$ cat src/rtl/tuart_tx_if.sv
// Transmit request bundle between the message queue and the Tiny-UART transmitter.
interface tuart_tx_if #(
    parameter int unsigned WORD_BITS = 8,
    parameter int unsigned CMD_WORDS = 4
);
    localparam int unsigned SEL_W  = $clog2(CMD_WORDS) + 1;
    localparam int unsigned DATA_W = WORD_BITS * CMD_WORDS;

    logic              stb;
    logic              rdy;
    logic [SEL_W-1:0]  sel;
    logic [DATA_W-1:0] data;

    modport master (output stb, output sel, output data, input rdy);
    modport slave  (input stb, input sel, input data, output rdy);
endinterface

$ cat src/rtl/tuart_tx_queue.sv
// Message FIFO feeding the Tiny-UART transmitter; holds each request until accepted.
// Optional overflow flag enabled by defining LOGIP_TXQ_OVF_EN.
module tuart_tx_queue #(
    parameter int unsigned WORD_BITS = 8,
    parameter int unsigned CMD_WORDS = 4,
    parameter int unsigned DEPTH     = 4,
    localparam int unsigned SEL_W    = $clog2(CMD_WORDS) + 1,
    localparam int unsigned DATA_W   = WORD_BITS * CMD_WORDS,
    localparam int unsigned PTR_W    = $clog2(DEPTH),
    localparam int unsigned CNT_W    = PTR_W + 1
) (
    input  logic              clk_i,
    input  logic              rst_in,
    input  logic              push_i,
    input  logic [SEL_W-1:0]  sel_i,
    input  logic [DATA_W-1:0] data_i,
    output logic              full_o,
    output logic              empty_o,
    output logic [CNT_W-1:0]  count_o,
`ifdef LOGIP_TXQ_OVF_EN
    input  logic              clr_ovf_i,
    output logic              ovf_o,
`endif
    tuart_tx_if.master        tx
);

    typedef enum logic [1:0] {IDLE, ISSUE, WAIT_DONE} state_t;

    state_t            state;
    logic              stb;
    logic [PTR_W-1:0]  wr_ptr;
    logic [PTR_W-1:0]  rd_ptr;
    logic [CNT_W-1:0]  count;
    logic [SEL_W-1:0]  mem_sel  [DEPTH];
    logic [DATA_W-1:0] mem_data [DEPTH];
    logic              full;
    logic              empty;
    logic              do_push;
    logic              do_pop;

    assign full    = (count == CNT_W'(DEPTH));
    assign empty   = (count == CNT_W'(0));
    assign do_push = push_i && !full && (sel_i != SEL_W'(0));
    // The transmitter dropping rdy while stb is held is the acceptance event.
    assign do_pop  = (state == ISSUE) && !tx.rdy;

    assign full_o    = full;
    assign empty_o   = empty;
    assign count_o   = count;
    assign tx.stb    = stb;
    assign tx.sel    = mem_sel[rd_ptr];
    assign tx.data   = mem_data[rd_ptr];

    // Entry storage, intentionally not reset.
    always_ff @(posedge clk_i) begin
        if (do_push) begin
            mem_sel[wr_ptr]  <= sel_i;
            mem_data[wr_ptr] <= data_i;
        end
    end

    // Pointers, occupancy and transmit handshake FSM.
    always_ff @(posedge clk_i) begin
        if (!rst_in) begin
            state  <= IDLE;
            stb    <= 1'b0;
            wr_ptr <= PTR_W'(0);
            rd_ptr <= PTR_W'(0);
            count  <= CNT_W'(0);
        end else begin
            if (do_push) wr_ptr <= wr_ptr + PTR_W'(1);
            if (do_pop)  rd_ptr <= rd_ptr + PTR_W'(1);
            count <= count + CNT_W'(do_push) - CNT_W'(do_pop);

            case (state)
                IDLE: begin
                    if (!empty && tx.rdy) begin
                        state <= ISSUE;
                        stb   <= 1'b1;
                    end
                end
                ISSUE: begin
                    if (!tx.rdy) begin
                        state <= WAIT_DONE;
                        stb   <= 1'b0;
                    end
                end
                WAIT_DONE: begin
                    if (tx.rdy) begin
                        if (!empty) begin
                            state <= ISSUE;
                            stb   <= 1'b1;
                        end else begin
                            state <= IDLE;
                        end
                    end
                end
                default: begin
                    state <= IDLE;
                    stb   <= 1'b0;
                end
            endcase
        end
    end

`ifdef LOGIP_TXQ_OVF_EN
    logic ovf_set;
    assign ovf_set = push_i && full && (sel_i != SEL_W'(0));

    // Sticky overflow flag; a new drop outranks a clear in the same cycle.
    always_ff @(posedge clk_i) begin
        if (!rst_in)        ovf_o <= 1'b0;
        else if (ovf_set)   ovf_o <= 1'b1;
        else if (clr_ovf_i) ovf_o <= 1'b0;
    end
`endif

endmodule

$ cat src/flat_wrapper.sv
// flat-port wrapper written by rule: the top's interface ports become plain ports
module tuart_tx_queue_flat 
#(
    parameter int unsigned WORD_BITS = 8,
    parameter int unsigned CMD_WORDS = 4,
    parameter int unsigned DEPTH     = 4,
    localparam int unsigned SEL_W    = $clog2(CMD_WORDS) + 1,
    localparam int unsigned DATA_W   = WORD_BITS * CMD_WORDS,
    localparam int unsigned PTR_W    = $clog2(DEPTH),
    localparam int unsigned CNT_W    = PTR_W + 1
)
  (clk_i, rst_in, push_i, sel_i, data_i, full_o, empty_o, count_o, tx_stb, tx_sel, tx_data, tx_rdy);
  tuart_tx_if #(.WORD_BITS(WORD_BITS), .CMD_WORDS(CMD_WORDS)) tx_i ();
  input  logic clk_i;
  input  logic rst_in;
  input  logic push_i;
  input  logic [SEL_W-1:0] sel_i;
  input  logic [DATA_W-1:0] data_i;
  output logic full_o;
  output logic empty_o;
  output logic [CNT_W-1:0] count_o;
  output wire logic [$bits(tx_i.stb)-1:0] tx_stb;
  output wire logic [$bits(tx_i.sel)-1:0] tx_sel;
  output wire logic [$bits(tx_i.data)-1:0] tx_data;
  input wire logic [$bits(tx_i.rdy)-1:0] tx_rdy;
  assign tx_stb = tx_i.stb;
  assign tx_sel = tx_i.sel;
  assign tx_data = tx_i.data;
  assign tx_i.rdy = tx_rdy;
  tuart_tx_queue #(.WORD_BITS(WORD_BITS), .CMD_WORDS(CMD_WORDS), .DEPTH(DEPTH)) u_core (.clk_i(clk_i), .rst_in(rst_in), .push_i(push_i), .sel_i(sel_i), .data_i(data_i), .full_o(full_o), .empty_o(empty_o), .count_o(count_o), .tx(tx_i));
endmodule
$ cat config.mk
export PLATFORM = sky130hd
export DESIGN_NAME = tuart_tx_queue_flat
export DESIGN_NICKNAME = d
export VERILOG_FILES = /design/src/rtl/tuart_tx_if.sv /design/src/rtl/tuart_tx_queue.sv /design/src/flat_wrapper.sv
export SDC_FILE = /design/constraint.sdc
export NUM_CORES = 1
export LEC_CHECK = 0
export CORE_ASPECT_RATIO = 1.2
export CORE_MARGIN = 8
export CORE_UTILIZATION = 30
export DETAILED_ROUTE_END_ITERATION = 12
export DONT_BUFFER_PORTS = 1
export HOLD_SLACK_MARGIN = 0.08
export PLACE_DENSITY_LB_ADDON = 0.12
export SETUP_SLACK_MARGIN = 0.02
export SLEW_MARGIN = 20
export SYNTH_ARGS = -nofsm -noshare
export SYNTH_HDL_FRONTEND = slang
export SYNTH_SLANG_ARGS = --single-unit
$ cat constraint.sdc
create_clock -name clk_i -period 2 [get_ports clk_i]
set_input_delay 0.3 -clock clk_i [delete_from_list [all_inputs] [get_ports clk_i]]
set_output_delay 0.3 -clock clk_i [all_outputs]
set_load 0.03 [all_outputs]
==> results of run 1 <==
## where the power goes
group,total [W],internal (W),switching [W]
Clock,0.00320,0.00187,0.00133
Combinational,0.00132,0.000542,0.000782
Sequential,0.00388,0.00374,0.000139
## sequential cells by signal, indices dropped and copies added (netlist names), named ones only
name	count
u_core.state	2
u_core.mem_data	128
u_core.wr_ptr	2
u_core.mem_sel	12
u_core.count_o	3
u_core.rd_ptr	2
u_core.tx.stb	1
## cell families (layout without fill, tap and decap cells)
| kind of cell | count (synthesis) | count (layout) | share of synthesized area [%] |
|---|---|---|---|
| flip-flops | 152 | 152 | 77.7 |
| multiplexers | 36 | 36 | 14.3 |
| AND/OR/NAND/NOR | 22 | 22 | 2.63 |
| buffers and inverters | 15 | 105 | 2.06 |
| AO/OA/AOI/OAI | 8 | 8 | 1.01 |
| adder cells (fa/ha/maj) | 7 | 7 | 1.66 |
| XOR/XNOR | 4 | 4 | 0.613 |
## worst max-delay path, delay by kind of cell, from the launching register on
family   cells  cell delay (ns)
mux          1             0.62
buf+inv      2             0.27
flops        1             0.39
## metrics by stage
stage	util, %	std cells
after detailed placement	32.7	509
after floorplan	-	244
after global routing	38.9	590
after global placement	32.7	509
final	38.9	590
after CTS	38.9	589
## cell usage after synthesis, types with 2 or more instances
cell type    n
a21boi_0     3
and2_1       9
buf_12       3
buf_2        3
dfxtp_1     12
edfxtp_1   140
ha_1         6
inv_1        6
mux4_1       5
mux4_2      30
nand2_1      3
nor3b_1      2
o21a_1       2
xnor2_1      2
xor2_1       2
## timing repair
action | 4_1_cts | 5_1_grt
cloned | 2 | 0
resized for setup | 8 | 0
hold endpoints to repair | 152 | 0
buffers inserted | 8 | 1
hold buffers | 38 | 0
pin swaps | 0 | 0
endpoints found under the setup margin | 24 | 32
## final cells by class
cell class / instances / share of cell area (%)
inverter: 6 / 0.308
multi-input combinational: 77 / 15.8
clock buffer: 17 / 5.82
clock inverter: 15 / 2.28
timing repair buffer: 67 / 10.5
sequential: 152 / 60.9
tap: 256 / 4.38
## metal layers
metal  vias up  GRT usage, %  share of wire [%]
li1       1160             -                  -
met1      1358          11.6                 41
met2        62          16.8                 52
met3        12          4.58                6.2
met4         2          4.07                1.1
met5         -             0               0.10
## worst min path at each step
stage                     slack, ns    from         endpoint  depth (start not counted)
final                          0.19  tx_rdy    u_core.tx.stb                          2
after global routing           0.18  tx_rdy    u_core.tx.stb                          2
after CTS                      0.17  tx_rdy    u_core.tx.stb                          2
after detailed placement       0.39  tx_rdy  u_core.state[1]                          1
after global placement         0.38  tx_rdy  u_core.state[1]                          1
after floorplan                0.38  tx_rdy  u_core.state[1]                          1
==> impl_metrics.yaml, run 1 <==
sta:
  finalCritPeriodShare_pct: 100
  slew_viol_final: 0
  setup_tns_ns: -0.00393
  clock_skew_ns: 0.00572
  hold_viol_final: 0
  rsz0062_at_grt: "yes"
  period_needed_ns: 2.00
  hold_slack_ns: 0.194
  clock.fmax_ghz: 0.499
  slew_headroom_pct: 74.3
  setup_viol: 1
  fin_ws_ns: -0.00393
  worst_slew_pin_slew_ns: 0.382
detailed_routing:
  ant_nets: 0
  routedWlPerCell_um: 19.5
  wl_mm: 11.5
  avgViaCountPerCell: 4.40
  drt-initial-drc-count: 157
  dr.pass1.iters: 4
  vias: 2594
  drc_errors: 0
clock_tree:
  clk_path_buf_depth: 2
  numCtsBuffers: 17
  tritoncts: "built"
  cts_max_level: 4
  cts.root.buffer_cell: "clkbuf_16"
  clk_latency_ns: 0.41
  cts.sinks: 152
  clk_pin_slew_ns: 0.06
worst_setup_path:
  crit_top_cell: "buf_12"
  worst_ep_required_time_ns: 1.70
  crit_end: "tx_data[6]"
  crit_fanout: 9
  arrival_ns: 1.70
  r2r_slack_ns: 0.15
  path_class: "reg2out"
  rr_startpoint: "u_core.state[0]"
  start_kind: "flip-flop"
  timing.rr.end: "u_core.count_o[1]"
  crit_path_end_kind: "output pin"
  max_stage_delay_ns: 0.62
  rr_worst_depth: 6
  crit_chain: "buf_12 -> buf_12 -> mux4_2"
  worst_path_max_delay_cell: "mux4_2"
placement:
  preCtsSetupSlack_ns: 0.137
  gp_congestion: 0.682
  portBuffers: 0
  place_area_sq_um: 6150
  hpwl_mm: 6.94
outcome:
  failed_checks: "setup timing"
  status: "complete, but fails checks"
global_route:
  gr-usage-all-layers_pct: 10.3
  overflow: 0
  grt_pass1_vias: 2909
  grt_max_degree: 26
  antenna_found_initial: 1
  grt_pass1_wl_mm: 17.8
logic_synthesis:
  yosys_warnings: 0
  synth_edf_count: 140
  synth_cell_types: 31
  syn_area_per_cell_sq_um: 23.4
  synth_top_cell_area_share_pct: 73.5
  synthTopCellsByArea: "edfxtp_1 74%, mux4_2 12%, dfxtp_1 4.2%"
  synthesis.area_sq_um: 5720
  postSynth.asyncResetShare_pct: 0
  syn-num-nets: 290
  synth_flop_cell: "edfxtp_1"
  yosysSeqAreaShare_pct: 77.7
  ys_ff_latch: 152
  syn-instance-count: 244
  synth_top_cell_by_area: "edfxtp_1"
finish:
  fill_cells: 1725
  final_cell_mix: "140 x edfxtp_1, 38 x dlygate4sd3_1, 33 x mux4_2"
  nNetsFinal: 367
  layout_commonest_cell: "edfxtp_1"
  syn2layout_area_growth_pct: 27.9
  stdcell_area_sq_um: 7310
  n_antenna_cell: 0
  regArea_sq_um: 4450
  drive_gt1_share_pct: 31.1
  multi_input_area_sq_um: 1160
floorplan:
  die_y_um: 167
  ios: 80
  start_util_pct: 30.4
  rows: 55
  fp.dieArea_sq_um: 23700
  core_area_sq_um: 18800
  die_w_um: 142
hold_path:
  hold_path.class: "in2reg"
pwr:
  p_leak_nw: 2.37
  total_power_w: 0.00841
  p_per_area_nw_per_um2: 1150
  ir_drop_v: 0.000538
job:
  cap_violations: 0
Power figures use the tool's default switching activity.
==> run 2: changes to the inputs <==
--- a/config.mk
+++ b/config.mk
@@ -5,14 +5,14 @@
 export SDC_FILE = /design/constraint.sdc
 export NUM_CORES = 1
 export LEC_CHECK = 0
-export CORE_ASPECT_RATIO = 1.2
+export CORE_ASPECT_RATIO = 1.75
 export CORE_MARGIN = 8
 export CORE_UTILIZATION = 30
+export CTS_BUF_LIST = sky130_fd_sc_hd__clkbuf_4 sky130_fd_sc_hd__clkbuf_8
 export DETAILED_ROUTE_END_ITERATION = 12
 export DONT_BUFFER_PORTS = 1
 export HOLD_SLACK_MARGIN = 0.08
 export PLACE_DENSITY_LB_ADDON = 0.12
-export SETUP_SLACK_MARGIN = 0.02
 export SLEW_MARGIN = 20
 export SYNTH_ARGS = -nofsm -noshare
 export SYNTH_HDL_FRONTEND = slang
==> run 2 against run 1 <==
The run still ends with setup timing left. Die area grew 0.66%. Via count shrank 1.5%. First-iteration DRC count decreased by 17%. Total power decreased by 10%. Critical endpoint is now tx_data[20]. Largest power group unchanged.
==> impl_metrics.yaml, run 2 (same netlist as run 1, synthesis figures left out) <==
outcome:
  status: "complete, but fails checks"
  failed_checks: "setup timing"
sta:
  rsz0062_at_grt: "yes"
  finalCritPeriodShare_pct: 101
  fin_ws_ns: -0.0168
  hold_viol_final: 0
  worst_slew_pin_slew_ns: 0.465
  hold_slack_ns: 0.185
  period_needed_ns: 2.02
  clock.fmax_ghz: 0.496
  slew_viol_final: 0
  setup_viol: 9
  clock_skew_ns: 0.0211
  slew_headroom_pct: 68.8
clock_tree:
  cts.sinks: 152
  numCtsBuffers: 17
  cts.root.buffer_cell: "clkbuf_8"
  clk_pin_slew_ns: 0.09
  clk_path_buf_depth: 2
  tritoncts: "built"
  cts_max_level: 4
  clk_latency_ns: 0.45
worst_setup_path:
  worst_ep_required_time_ns: 1.70
  r2r_slack_ns: 0.18
  start_kind: "flip-flop"
  rr_worst_depth: 7
  timing.rr.end: "u_core.count_o[2]"
  rr_startpoint: "u_core.state[0]"
  crit_path_end_kind: "output pin"
  arrival_ns: 1.72
  path_class: "reg2out"
  crit_fanout: 20
pwr:
  power.switching_w: 0.00209
  swShare_pct: 27.8
  seqPwrFrac_pct: 51.0
  p_leak_nw: 2.20
  p_per_area_nw_per_um2: 1090
  power.share.clock_pct: 32.1
  combPwrFrac_pct: 16.9
  intPower_w: 0.00543
  total_power_w: 0.00753
  ir_drop_v: 0.000466
finish:
  top_register: "u_core.mem_data"
  drive_gt1_share_pct: 28.8
  multi_input_area_sq_um: 1150
  fill_cells: 1831
  regArea_sq_um: 4450
  syn2layout_area_growth_pct: 20.4
  largest_register_ffs: 128
  nNetsFinal: 356
  n_antenna_cell: 0
  layout_commonest_cell: "edfxtp_1"
  stdcell_count: 564
  final_cell_mix: "140 x edfxtp_1, 38 x dlygate4sd3_1, 35 x mux4_2"
placement:
  gp_congestion: 0.639
  placed_cells: 493
  preCtsSetupSlack_ns: 0.134
  portBuffers: 0
  hpwl_mm: 7.49
global_route:
  gr-usage-all-layers_pct: 10.7
  overflow: 0
  antenna_found_initial: 0
  grt_pass1_wl_mm: 18.2
  busiest_layer: "met2"
  gr-usage-met3_pct: 3.50
  grt_pass1_vias: 2936
  met1_usage_pct: 10.9
  use_met2_pct: 19.4
  grt_max_degree: 23
floorplan:
  ios: 80
  die_w_um: 120
  die_y_um: 199
  core_area_sq_um: 18900
  start_util_pct: 30.2
  rows: 67
  fp.dieArea_sq_um: 23900
detailed_routing:
  drc_errors: 0
  avgViaCountPerCell: 4.53
  ant_nets: 0
  drt-initial-drc-count: 131
  routedWlPerCell_um: 21.1
  vias: 2554
  dr.pass1.iters: 4
  wl_mm: 11.9
hold_path:
  worstHoldStart: "tx_rdy"
  holdPathEnd: "u_core.tx.stb"
  hold_path.class: "in2reg"
  hold_depth: 2
job:
  cap_violations: 0
[run 2: critical path: stages (launching register included)]
cell	delay, ns
dfxtp_4	0.39
buf_16	0.21
mux4_2	0.66
[run 2: final cells by class]
class	count	share of cell area [%]
repair buffers	56	7.96
clock inverters	15	2.58
flip-flops and latches	152	64.7
clock buffers	17	3.40
inverters	6	0.327
multi-input cells	77	16.7
well taps	241	4.38
[run 2: power groups by stage]
stage / registers [W] / clock network, W / logic, W
finish: 0.00384 / 0.00241 / 0.00127
CTS: 0.00384 / 0.00252 / 0.00132
global route: 0.00386 / 0.00259 / 0.00139
global placement: 0.00390 / 0 / 0.00121
detailed placement: 0.00391 / 0 / 0.00122
floorplan: 0.00394 / 0 / 0.000880
[run 2: metal layers]
layer / routed length (um) / vias to the layer above
met5: 0 / -
li1: - / 1136
met4: 214 / 0
met1: 4450 / 1345
met3: 591 / 15
met2: 6670 / 58
[run 2: worst max path at each step]
| stage | start | to | slack [ns] | cells past startpoint |
|---|---|---|---|---|
| 3_5_place_dp | u_core.state[0] | u_core.count_o[1] | 0.13 | 6 |
| 4_1_cts | flip-flop | tx_data[20] | -0.09 | 2 |
| 2_1_floorplan | u_core.count_o[2] | u_core.count_o[2] | 0.03 | 6 |
| 3_3_place_gp | u_core.state[0] | u_core.count_o[2] | 0.17 | 7 |
| 5_1_grt | flip-flop | tx_data[20] | -0.11 | 2 |
| 6_report | flip-flop | tx_data[20] | -0.02 | 2 |
[run 2: repair_timing]
item	in CTS	in global routing
setup endpoints to repair	35	37
hold buffers	38	0
resized for setup	6	1
setup buffers	0	1
endpoints found under the hold margin	152	0
[run 2: per-stage QoR]
step / utilization [%] / TNS (ns) / cell area, sq um
6_report: 36.3 / -0.0706 / 6890
5_1_grt: 36.3 / -2.80 / 6890
4_1_cts: 36.3 / -2.11 / 6870
3_5_place_dp: 32.2 / 0 / 6090
3_3_place_gp: 32.2 / 0 / 6090
2_1_floorplan: - / 0 / 5730
==> run 3: changes to the inputs <==
--- a/config.mk
+++ b/config.mk
@@ -9,10 +9,12 @@
 export CORE_MARGIN = 8
 export CORE_UTILIZATION = 30
 export CTS_BUF_LIST = sky130_fd_sc_hd__clkbuf_4 sky130_fd_sc_hd__clkbuf_8
+export CTS_CLUSTER_SIZE = 20
 export DETAILED_ROUTE_END_ITERATION = 12
 export DONT_BUFFER_PORTS = 1
 export HOLD_SLACK_MARGIN = 0.08
 export PLACE_DENSITY_LB_ADDON = 0.12
+export SKIP_LAST_GASP = 1
 export SLEW_MARGIN = 20
 export SYNTH_ARGS = -nofsm -noshare
 export SYNTH_HDL_FRONTEND = slang
==> run 3 against run 2 <==
Utilization up 0.22 points. Final cell count up 0.35%. Combinational power about the same. The run still ends with setup timing left. Sequential share of layout area down 0.40 points. Critical path depth unchanged. Hold slack better by 0.0031 ns. Largest cell class unchanged. Sequential power about the same. Via count up 0.78%. First-iteration DRC count down 5.3%. Clock-buffer cell count unchanged. Die area unchanged. Critical endpoint is now tx_data[31].
==> impl_metrics.yaml, run 3 (same netlist as run 1, synthesis figures left out) <==
outcome:
  status: "complete, but fails checks"
  failed_checks: "setup timing"
detailed_routing:
  routedWlPerCell_um: 21.5
  drt-initial-drc-count: 124
  wl_mm: 12.1
  drc_errors: 0
  vias: 2574
  ant_nets: 0
  avgViaCountPerCell: 4.55
  dr.pass1.iters: 4
floorplan:
  start_util_pct: 30.2
  core_area_sq_um: 18900
  die_w_um: 120
  die_y_um: 199
  rows: 67
  ios: 80
  fp.dieArea_sq_um: 23900
global_route:
  grt_max_degree: 23
  overflow: 0
  gr-usage-all-layers_pct: 10.7
  grt_pass1_wl_mm: 18.2
  antenna_found_initial: 0
  grt_pass1_vias: 2936
sta:
  setup_tns_ns: -0.329
  worst_slew_pin_slew_ns: 0.480
  fin_ws_ns: -0.0320
  period_needed_ns: 2.03
  clock_skew_ns: 0.0238
  finalCritPeriodShare_pct: 102
  rsz0062_at_grt: "yes"
  slew_viol_final: 0
  hold_slack_ns: 0.189
  slew_headroom_pct: 67.7
  setup_viol: 26
  clock.fmax_ghz: 0.492
  hold_viol_final: 0
finish:
  top_register: "u_core.mem_data"
  final_cell_mix: "140 x edfxtp_1, 38 x dlygate4sd3_1, 35 x mux4_2"
  largest_register_ffs: 128
  drive_gt1_share_pct: 29.2
  layout_commonest_cell: "edfxtp_1"
  stdcell_count: 566
  stdcell_area_sq_um: 6930
  syn2layout_area_growth_pct: 21.2
  nNetsFinal: 358
  n_antenna_cell: 0
worst_setup_path:
  timing.rr.end: "u_core.count_o[2]"
  worst_ep_required_time_ns: 1.70
  crit_fanout: 10
  rr_worst_depth: 7
  r2r_slack_ns: 0.18
  rr_startpoint: "u_core.state[0]"
  start_kind: "flip-flop"
  crit_path_end_kind: "output pin"
  arrival_ns: 1.73
  path_class: "reg2out"
hold_path:
  hold_depth: 2
  holdPathEnd: "u_core.tx.stb"
  worstHoldStart: "tx_rdy"
  hold_path.class: "in2reg"
clock_tree:
  numCtsBuffers: 17
  clk_latency_ns: 0.45
  tritoncts: "built"
  cts_max_level: 4
  clk_pin_slew_ns: 0.09
  clk_path_buf_depth: 2
  cts.sinks: 152
  cts.root.buffer_cell: "clkbuf_8"
pwr:
  total_power_w: 0.00755
  p_per_area_nw_per_um2: 1090
  p_leak_nw: 2.21
  ir_drop_v: 0.000462
placement:
  portBuffers: 0
  place_area_sq_um: 6090
  gp_congestion: 0.639
  hpwl_mm: 7.49
  placed_cells: 493
job:
  cap_violations: 0
==> run 3: worst max path at each step <==
stage | from | end | cells after the start
2_1_floorplan | u_core.count_o[2] | u_core.count_o[2] | 6
3_3_place_gp | u_core.state[0] | u_core.count_o[2] | 7
3_5_place_dp | u_core.state[0] | u_core.count_o[1] | 6
4_1_cts | flip-flop | tx_data[20] | 2
5_1_grt | flip-flop | tx_data[31] | 2
6_report | flip-flop | tx_data[31] | 2
==> run 3: power breakdown <==
part	total (W)	internal (W)	leakage (nW)	switching, W
Combinational	0.00129	0.000472	0.630	0.000821
Sequential	0.00384	0.00374	1.38	0.000104
Clock	0.00241	0.00124	0.205	0.00117
Total	0.00755	0.00545	2.21	0.00210
==> run 3: final cells by class <==
class | count | area [sq um]
clock buffer | 17 | 234
tap | 241 | 302
timing repair buffer | 58 | 591
inverter | 6 | 22.5
sequential | 152 | 4450
fill | 1828 | 12000
multi-input combinational | 77 | 1150
clock inverter | 15 | 178
==> run 3: worst max-delay path, stage by stage (launching register included) <==
cell	delay, ns
dfxtp_4	0.44
clkbuf_16	0.21
mux4_2	0.63
==> run 3: per-layer routing <==
metal	up-vias	wire [um]	GRT usage [%]
met2	53	6830	19.4
met3	15	524	3.50
met1	1365	4590	10.9
met5	-	0	0
li1	1141	-	-
met4	0	208	5.16
==> run 3: through the flow <==
stage | setup slack, ns | util, %
finish | -0.0320 | 36.6
global route | -0.109 | 36.6
CTS | -0.107 | 36.3
detailed placement | 0.134 | 32.2
global placement | 0.170 | 32.2
floorplan | 0.0283 | -
==> run 3: timing repair <==
item                                    in CTS  in global routing
resized for setup                            5                  1
endpoints found under the setup margin      35                 37
hold buffers                                38                  0
gates cloned                                 0                  2
setup buffers                                0                  1
endpoints found under the hold margin      152                  0
